`src/rtl/pmem_responder.sv`:
```
// Fixed-latency cacheline memory for the pmem_* bus: services one read or write
// at a time from a line-wide array and flags cache protocol violations.
module pmem_responder #(
  parameter int DEPTH_LOG2 = 5,
  parameter int LATENCY    = 4
) (
  input  logic         clk,
  input  logic         rst,
  input  logic         pmem_read,
  input  logic         pmem_write,
  input  logic [15:0]  pmem_address,
  input  logic [127:0] pmem_wdata,
  output logic         pmem_resp,
  output logic [127:0] pmem_rdata,
  output logic         protocol_error
);

  localparam logic [1:0] IDLE = 2'd0;
  localparam logic [1:0] BUSY = 2'd1;
  localparam logic [1:0] RESP = 2'd2;
  localparam logic [1:0] DONE = 2'd3;

  localparam int         DEPTH = 1 << DEPTH_LOG2;
  localparam logic [3:0] LOAD  = 4'(LATENCY - 1);

  logic [127:0] mem [DEPTH];

  logic [1:0]   state;
  logic [3:0]   count;
  logic         cap_read;
  logic         cap_write;
  logic [15:0]  cap_addr;
  logic [127:0] cap_wdata;

  logic [DEPTH_LOG2-1:0] req_idx;
  logic [DEPTH_LOG2-1:0] cap_idx;
  logic                  req;
  logic                  req_changed;

  assign req_idx = pmem_address[3+DEPTH_LOG2:4];
  assign cap_idx = cap_addr[3+DEPTH_LOG2:4];
  assign req     = pmem_read | pmem_write;

  // The cache must hold strobes and address steady until it sees pmem_resp.
  assign req_changed = (pmem_read != cap_read) || (pmem_write != cap_write) ||
                       (pmem_address != cap_addr);

  // NOTE: sequential state uses non-blocking assignments so every register
  // samples the pre-edge values, independent of statement order.
  always_ff @(posedge clk) begin
    if (rst) begin
      state          <= IDLE;
      count          <= 4'd0;
      cap_read       <= 1'b0;
      cap_write      <= 1'b0;
      cap_addr       <= 16'd0;
      cap_wdata      <= 128'd0;
      pmem_resp      <= 1'b0;
      pmem_rdata     <= 128'd0;
      protocol_error <= 1'b0;
    end else begin
      pmem_resp <= 1'b0;
      case (state)
        IDLE: begin
          if (req) begin
            cap_read  <= pmem_read;
            cap_write <= pmem_write;
            cap_addr  <= pmem_address;
            cap_wdata <= pmem_wdata;
            count     <= LOAD;
            if (pmem_read && pmem_write) protocol_error <= 1'b1;
            if (LATENCY == 1) begin
              state     <= RESP;
              pmem_resp <= 1'b1;
              if (!pmem_write) pmem_rdata <= mem[req_idx];
            end else begin
              state <= BUSY;
            end
          end
        end
        BUSY: begin
          if (req_changed) begin
            state          <= IDLE;
            count          <= 4'd0;
            protocol_error <= 1'b1;
          end else begin
            count <= count - 4'd1;
            // Counter hits zero on this edge, so pmem_resp rises in cycle LATENCY.
            if (count == 4'd1) begin
              state     <= RESP;
              pmem_resp <= 1'b1;
              if (!cap_write) pmem_rdata <= mem[cap_idx];
            end
          end
        end
        RESP:    state <= DONE;
        DONE:    state <= IDLE;
        default: state <= IDLE;
      endcase
    end
  end

  // NOTE: the storage array is deliberately not reset; a reset only suppresses
  // a pending commit so mid-transaction resets leave the line untouched.
  always_ff @(posedge clk) begin
    if (!rst && state == RESP && cap_write) mem[cap_idx] <= cap_wdata;
  end

endmodule

```
`config.mk`:
```
export PLATFORM = sky130hd
export DESIGN_NAME = pmem_responder
export DESIGN_NICKNAME = d
export VERILOG_FILES = /design/src/rtl/pmem_responder.sv
export SDC_FILE = /design/constraint.sdc
export NUM_CORES = 2
export LEC_CHECK = 0
export ABC_CLOCK_PERIOD_IN_PS = 7600
export BUFFER_PORTS_ARGS = -buffer_cell sky130_fd_sc_hd__buf_4
export CELL_PAD_IN_SITES_DETAIL_PLACEMENT = 0
export CELL_PAD_IN_SITES_GLOBAL_PLACEMENT = 2
export CORE_MARGIN = 2
export CORE_UTILIZATION = 45
export DETAILED_ROUTE_END_ITERATION = 6
export PLACE_DENSITY_LB_ADDON = 0.1
export SKIP_CTS_REPAIR_TIMING = 1
export SLEW_MARGIN = 40
export SYNTH_ARGS = -nofsm -noshare
export SYNTH_HDL_FRONTEND = slang
export SYNTH_SLANG_ARGS = --single-unit
```
`constraint.sdc`:
```
create_clock -name clk -period 7.6 [get_ports clk]
set_input_delay 1.52 -clock clk [delete_from_list [all_inputs] [get_ports clk]]
set_output_delay 1.52 -clock clk [all_outputs]
set_load 0.02 [all_outputs]
```
## Yosys cells after proc, flatten, opt, wreduce, memory -nomap -nowiden

Memories as Yosys holds them, arrays and structs flattened. A register that Yosys moved wholly into a read port is not among the register bits.
Cells that the tools add are included.

| word-level totals | value |
|---|---|
| memories kept | 1 |
| memory bits (writable) | 4,096 |
| ROM bits | 0 |
| bits in latches | 0 |
| bits of input ports | 148 |
| register bits after elaboration | 154 |
| output and inout bits | 130 |

| operators by class | value |
|---|---|
| multipliers | 0 |
| shift operators | 0 |
| reduce and logical (&&, ||, !) cells | 14 |
| order comparisons | 0 |
| div/mod/pow operators | 0 |
| bitwise operators | 4 |
| add/sub/neg operators | 1 |
| equality and inequality tests | 11 |
| muxes and demuxes | 14 |

Memory list:

| memory | words | width | rd ports | clocked after memory_dff | write ports | line | source |
|---|---|---|---|---|---|---|---|
| mem | 32 | 128 | 1 | 1 | 1 | 26 | `logic [127:0] mem [DEPTH];` |

Operators by type and width:

| operator | number |
|---|---|
| 16-bit != test | 1 |
| 4-bit 2-to-1 mux | 2 |
| 2-bit case mux with 4 select lines | 1 |
| 4-bit case mux with 2 select lines | 1 |
| 4-bit AND reduction | 2 |
| 1-bit 2-to-1 mux | 6 |
| 2-bit 2-to-1 mux | 3 |
| 2-bit != test, second input constant | 3 |
| 2-bit AND reduction | 3 |
| 2-bit equality test, second input constant | 2 |
| 4-bit by 1-bit equality test with 1-bit output, second input constant | 1 |
| 4-bit by 1-bit subtractor with 4-bit output, second input constant | 1 |
| 1-bit logical AND | 3 |
| 3-bit != test, second input constant | 1 |
| 1-bit inverter | 3 |
| 3-bit OR reduction | 1 |
| 2-bit by 1-bit equality test with 1-bit output, second input constant | 1 |
| 2-bit logical NOT | 1 |
| 1-bit logical OR | 2 |
| 1-bit != test | 2 |
| 1-bit case mux with 2 select lines | 1 |
| 2-bit nonzero test | 1 |
| 1-bit logical NOT | 1 |
| 1-bit OR | 1 |

## Logic depth before layout (Yosys ltp)

| logic depth | value |
|---|---|
| word-level depth | 5 |
| gate-level depth with buffers | 9 |
| gate-level depth less buffers | 6 |

## Worst setup path after synthesis

No wires, ideal clock.

| path | value |
|---|---|
| kind | input to register |
| from | input rst |
| to | memory mem[28][0], enable pin |
| cell stages on the path | 5 |
| data arrival time | 7,554 ps |
| path buffers | 1 |
| setup slack | -572 ps |
| cell sequence | nor3b_1 -> nor2b_1 -> nand2b_1 -> clkbuf_1 -> nor2_1 |

| between the ends | value |
|---|---|
| cells in the longest elaborated chain, start to end | 5 |

Ends and longest elaborated chain:

| item | line | source |
|---|---|---|
| from (decl) | 8 | `input logic rst,` |
| 1-bit logical NOT | 106 | `if (!rst && state == RESP && cap_write) mem[cap_idx] <= cap_wdata;` |
| 1-bit logical AND (2 in a row) | 106 |  |
| 1-bit 2-to-1 mux | 106 |  |
| 1-bit 2-to-1 mux (not written as such) | 106 |  |
| to (decl) | 26 |  |

Every way passes these cells.

## Final worst setup path

| path | value |
|---|---|
| from | input rst |
| to | memory mem[28][17], enable pin |

The elaborated chain is that of the path after synthesis.

==> results.md <==
- Status: complete, no violations
- Area of placed instances: 172000 um2
- PnR worst setup slack: 3.70 ns
- VDD IR max: around 200 uV
- CP Launch Type: primary input
- Synth area leaders: edfxtp_1, mux4_2, dfxtp_1
- Post-DR wirelength/cell: 34.8 um
- Mapped Area: approximately 160000 um2
- Final setup violation count: 0
- Final hold vios: 0
- Final instance count without filler cells: about 13000
- Final Slew Violations: 0
- Core Area: ~360000 um2
- Dpl cells: 12200
- Largest family of logic cells by synthesized area: multiplexers
- Via density per instance: 6.12
- Relative slew slack: 0.392
- Design area: 188000 um2
- RSZ-0062 raised after global routing: no
- Ys flop type: edfxtp_1
- Global-route wire length before repair: between 600000 and 700000 um
- Vias in the first global route: around 80000
- Cells after Synth: 7315
- Drt first pass iters: 5
- Antenna violations before repair: 16
- Final net count: 7995
- Layout fillers: 28300
- Total GRT Usage: 0.247
- Netlist cell types: 42
- Area Growth Syn to Fin: 14.8%
- Clock Skew: roughly 0.03 ns
- Worst-path maximum fanout: 58
- GP Congestion: between 0.7 and 0.8
- Syn. warnings: 0
- Leading area contributor after synthesis: edfxtp_1
- Crit. End Element: flop
- Syn Area/Cell: 22.3 um2
- Syn_nets: between 7000 and 8000
- Post-synth ARST share: 0
- Post-route clock period utilization: 0.513
- CTS tree: yes
- Classification of the worst setup path: in2reg
- Worst path required time: 8.19 ns
- Post-synth top area share: 0.753
- DR vias: 79900
- Post-synthesis mux area share: 0.141
- Sink Count: 4378
- Max-Cap Viols: 0
- Peak Freq: 256 MHz
- Io pins: 278
- Synth Area in XOR/XNOR: 0.000965
- Worst-skew pair later-pin latency: 0.98 ns
- TritonCTS Buffers: 458
- Die area: 368000 um2
- Starting Density: 0.451
- GR Overflow Total: 0
- DRT Wirelength: 454000 um
- Dpl ws: between 2 and 3 ns
- Worst-Margin Slew: between 0.9 and 1 ns
- Htree depth: 5
- Pleak: between 50 and 60 nW
- Die H: 606 um
- R2r setup slk: roughly 3.8 ns
- Share of cells above drive strength 1: 0.286
- Synth Area in Simple Gates: 0.0164
- FF+latch count, synth: 4378
- Critical Path AT: 4.50 ns
- Dpl hpwl: 235000 um
- Clk root buf: clkbuf_16
- Largest net degree at the start of global routing: 111
- ANT nets after route: 0
- Residual DRC: 0
- EDFF count, synth: 4096
- Worst Hold Class: reg2reg
- Pwr Density: between 200 and 300 nW/um2
- Clk slew on worst S/H paths: 0.06 ns
- Minimum clock period: about 4 ns
- Initial DRC count: 8778
- # rows: 221
- Max Root-Sink Buffers: 4
- Register area share after synthesis: 0.788
- Post-synthesis compound-gate area fraction: 0.0384
- Port bufs: 277
- Die Span X: approximately 610 um
- Adder-cell area share of the yosys netlist: 0.000153
-- flip-flops by register name, indices dropped and copies added, names as in the netlist, named ones only --
register and flops:
cap_addr 16, cap_read 1, cap_wdata 128, cap_write 1, count 4, mem 4096
pmem_rdata 128, pmem_resp 1, protocol_error 1, state 1
-- logic make-up (layout without fill, tap and decap cells) --
kind of cell             Yosys count  count (layout)
flip-flops                      4378            4378
XOR/XNOR                          18              18
other                              0               7
multiplexers                    1024            1024
buffers and inverters            457            1387
AND/OR/NAND/NOR                  508             508
adder cells (fa/ha/maj)            2               2
AO/OA/AOI/OAI                    928             928
-- critical path: stages --
cell	delay [ns]
buf_8	0.21
nor3b_2	0.76
nor2b_1	0.29
nand2b_2	0.32
nor2_4	0.24
buf_4	0.49
buf_4	0.56
-- synth_stat cells (3+ instances only) --
cell type and instances:
nand3b_1 5, a211oi_1 126, and3b_1 3, nor3b_1 6, inv_1 4, nor2_1 43
mux4_2 1024, buf_1 26, and4_1 128, nand4_1 6, edfxtp_1 4096, buf_2 129
buf_4 59, clkbuf_1 187, nand2_1 297, nand3_1 4, a21oi_1 281, a22oi_1 512
dfxtp_1 282, xnor2_1 18, buf_6 52
-- placed cells by master (no fill, tap or decap), drive strengths merged, types with 7 or more instances in the layout --
cell type | netlist | routed
a211oi | 127 | 127
diode | 0 | 7
and4 | 128 | 128
a21oi | 281 | 281
dfxtp | 282 | 282
nor2 | 43 | 43
nand2 | 297 | 297
xnor2 | 18 | 18
clkinv | 0 | 192
clkinvlp | 0 | 10
buf | 266 | 523
a22oi | 512 | 512
mux4 | 1024 | 1024
clkbuf | 187 | 601
inv | 4 | 18
bufinv | 0 | 43
edfxtp | 4096 | 4096
-- area by class of cell --
class                           count  area (um2)  area share
Sequential cell                  4378      129000       0.687
Multi-Input combinational cell   2480       32500       0.173
Clock buffer                      601       12600      0.0670
Tap cell                         4794        6000      0.0320
Timing Repair Buffer              523        5200      0.0277
Clock inverter                    259        2460      0.0131
Antenna cell                        7        17.5   0.0000934
Inverter                            4        15.0   0.0000801
-- metal layers --
metal | vias to the layer above | global-route usage | share of wire
met1 | 44100 | 0.338 | 0.41
met3 | 694 | 0.0347 | 0.060
li1 | 32300 | - | -
met4 | 0 | 0.0814 | 0.035
met5 | - | 0 | 0
met2 | 2770 | 0.411 | 0.50
-- stage by stage --
step | setup TNS, ns | total power [mW] | hold WS [ns] | util
detailed placement | 0 | 29.9 | 0.450 | 0.476
finish | 0 | 51.6 | 0.456 | 0.518
floorplan | -1993.12 | 28.7 | 0.449 | -
CTS | 0 | 52.1 | 0.459 | 0.518
global route | 0 | 53.1 | 0.478 | 0.518
global placement | 0 | 29.8 | 0.449 | 0.475
-- worst paths after layout --
kind | start | depth (start not counted) | endpoint
max | rst | 7 | mem[28][17]$_DFFE_PP_
min | cap_wdata[83]$_SDFFE_PP0P_ | 2 | cap_wdata[83]$_SDFFE_PP0P_
max reg2reg | cap_addr[5]$_SDFFE_PP0P_ | 7 | pmem_rdata[39]$_SDFFE_PP0P_
min reg2reg | cap_wdata[83]$_SDFFE_PP0P_ | 2 | cap_wdata[83]$_SDFFE_PP0P_
-- report_power, final --
| part | internal (mW) | switching (mW) |
|---|---|---|
| clock network | 13.1 | 9.29 |
| registers | 26.5 | 0.324 |
| logic | 0.960 | 1.47 |
| total | 40.5 | 11.1 |
Note: power is estimated with default switching activity, not from simulation.
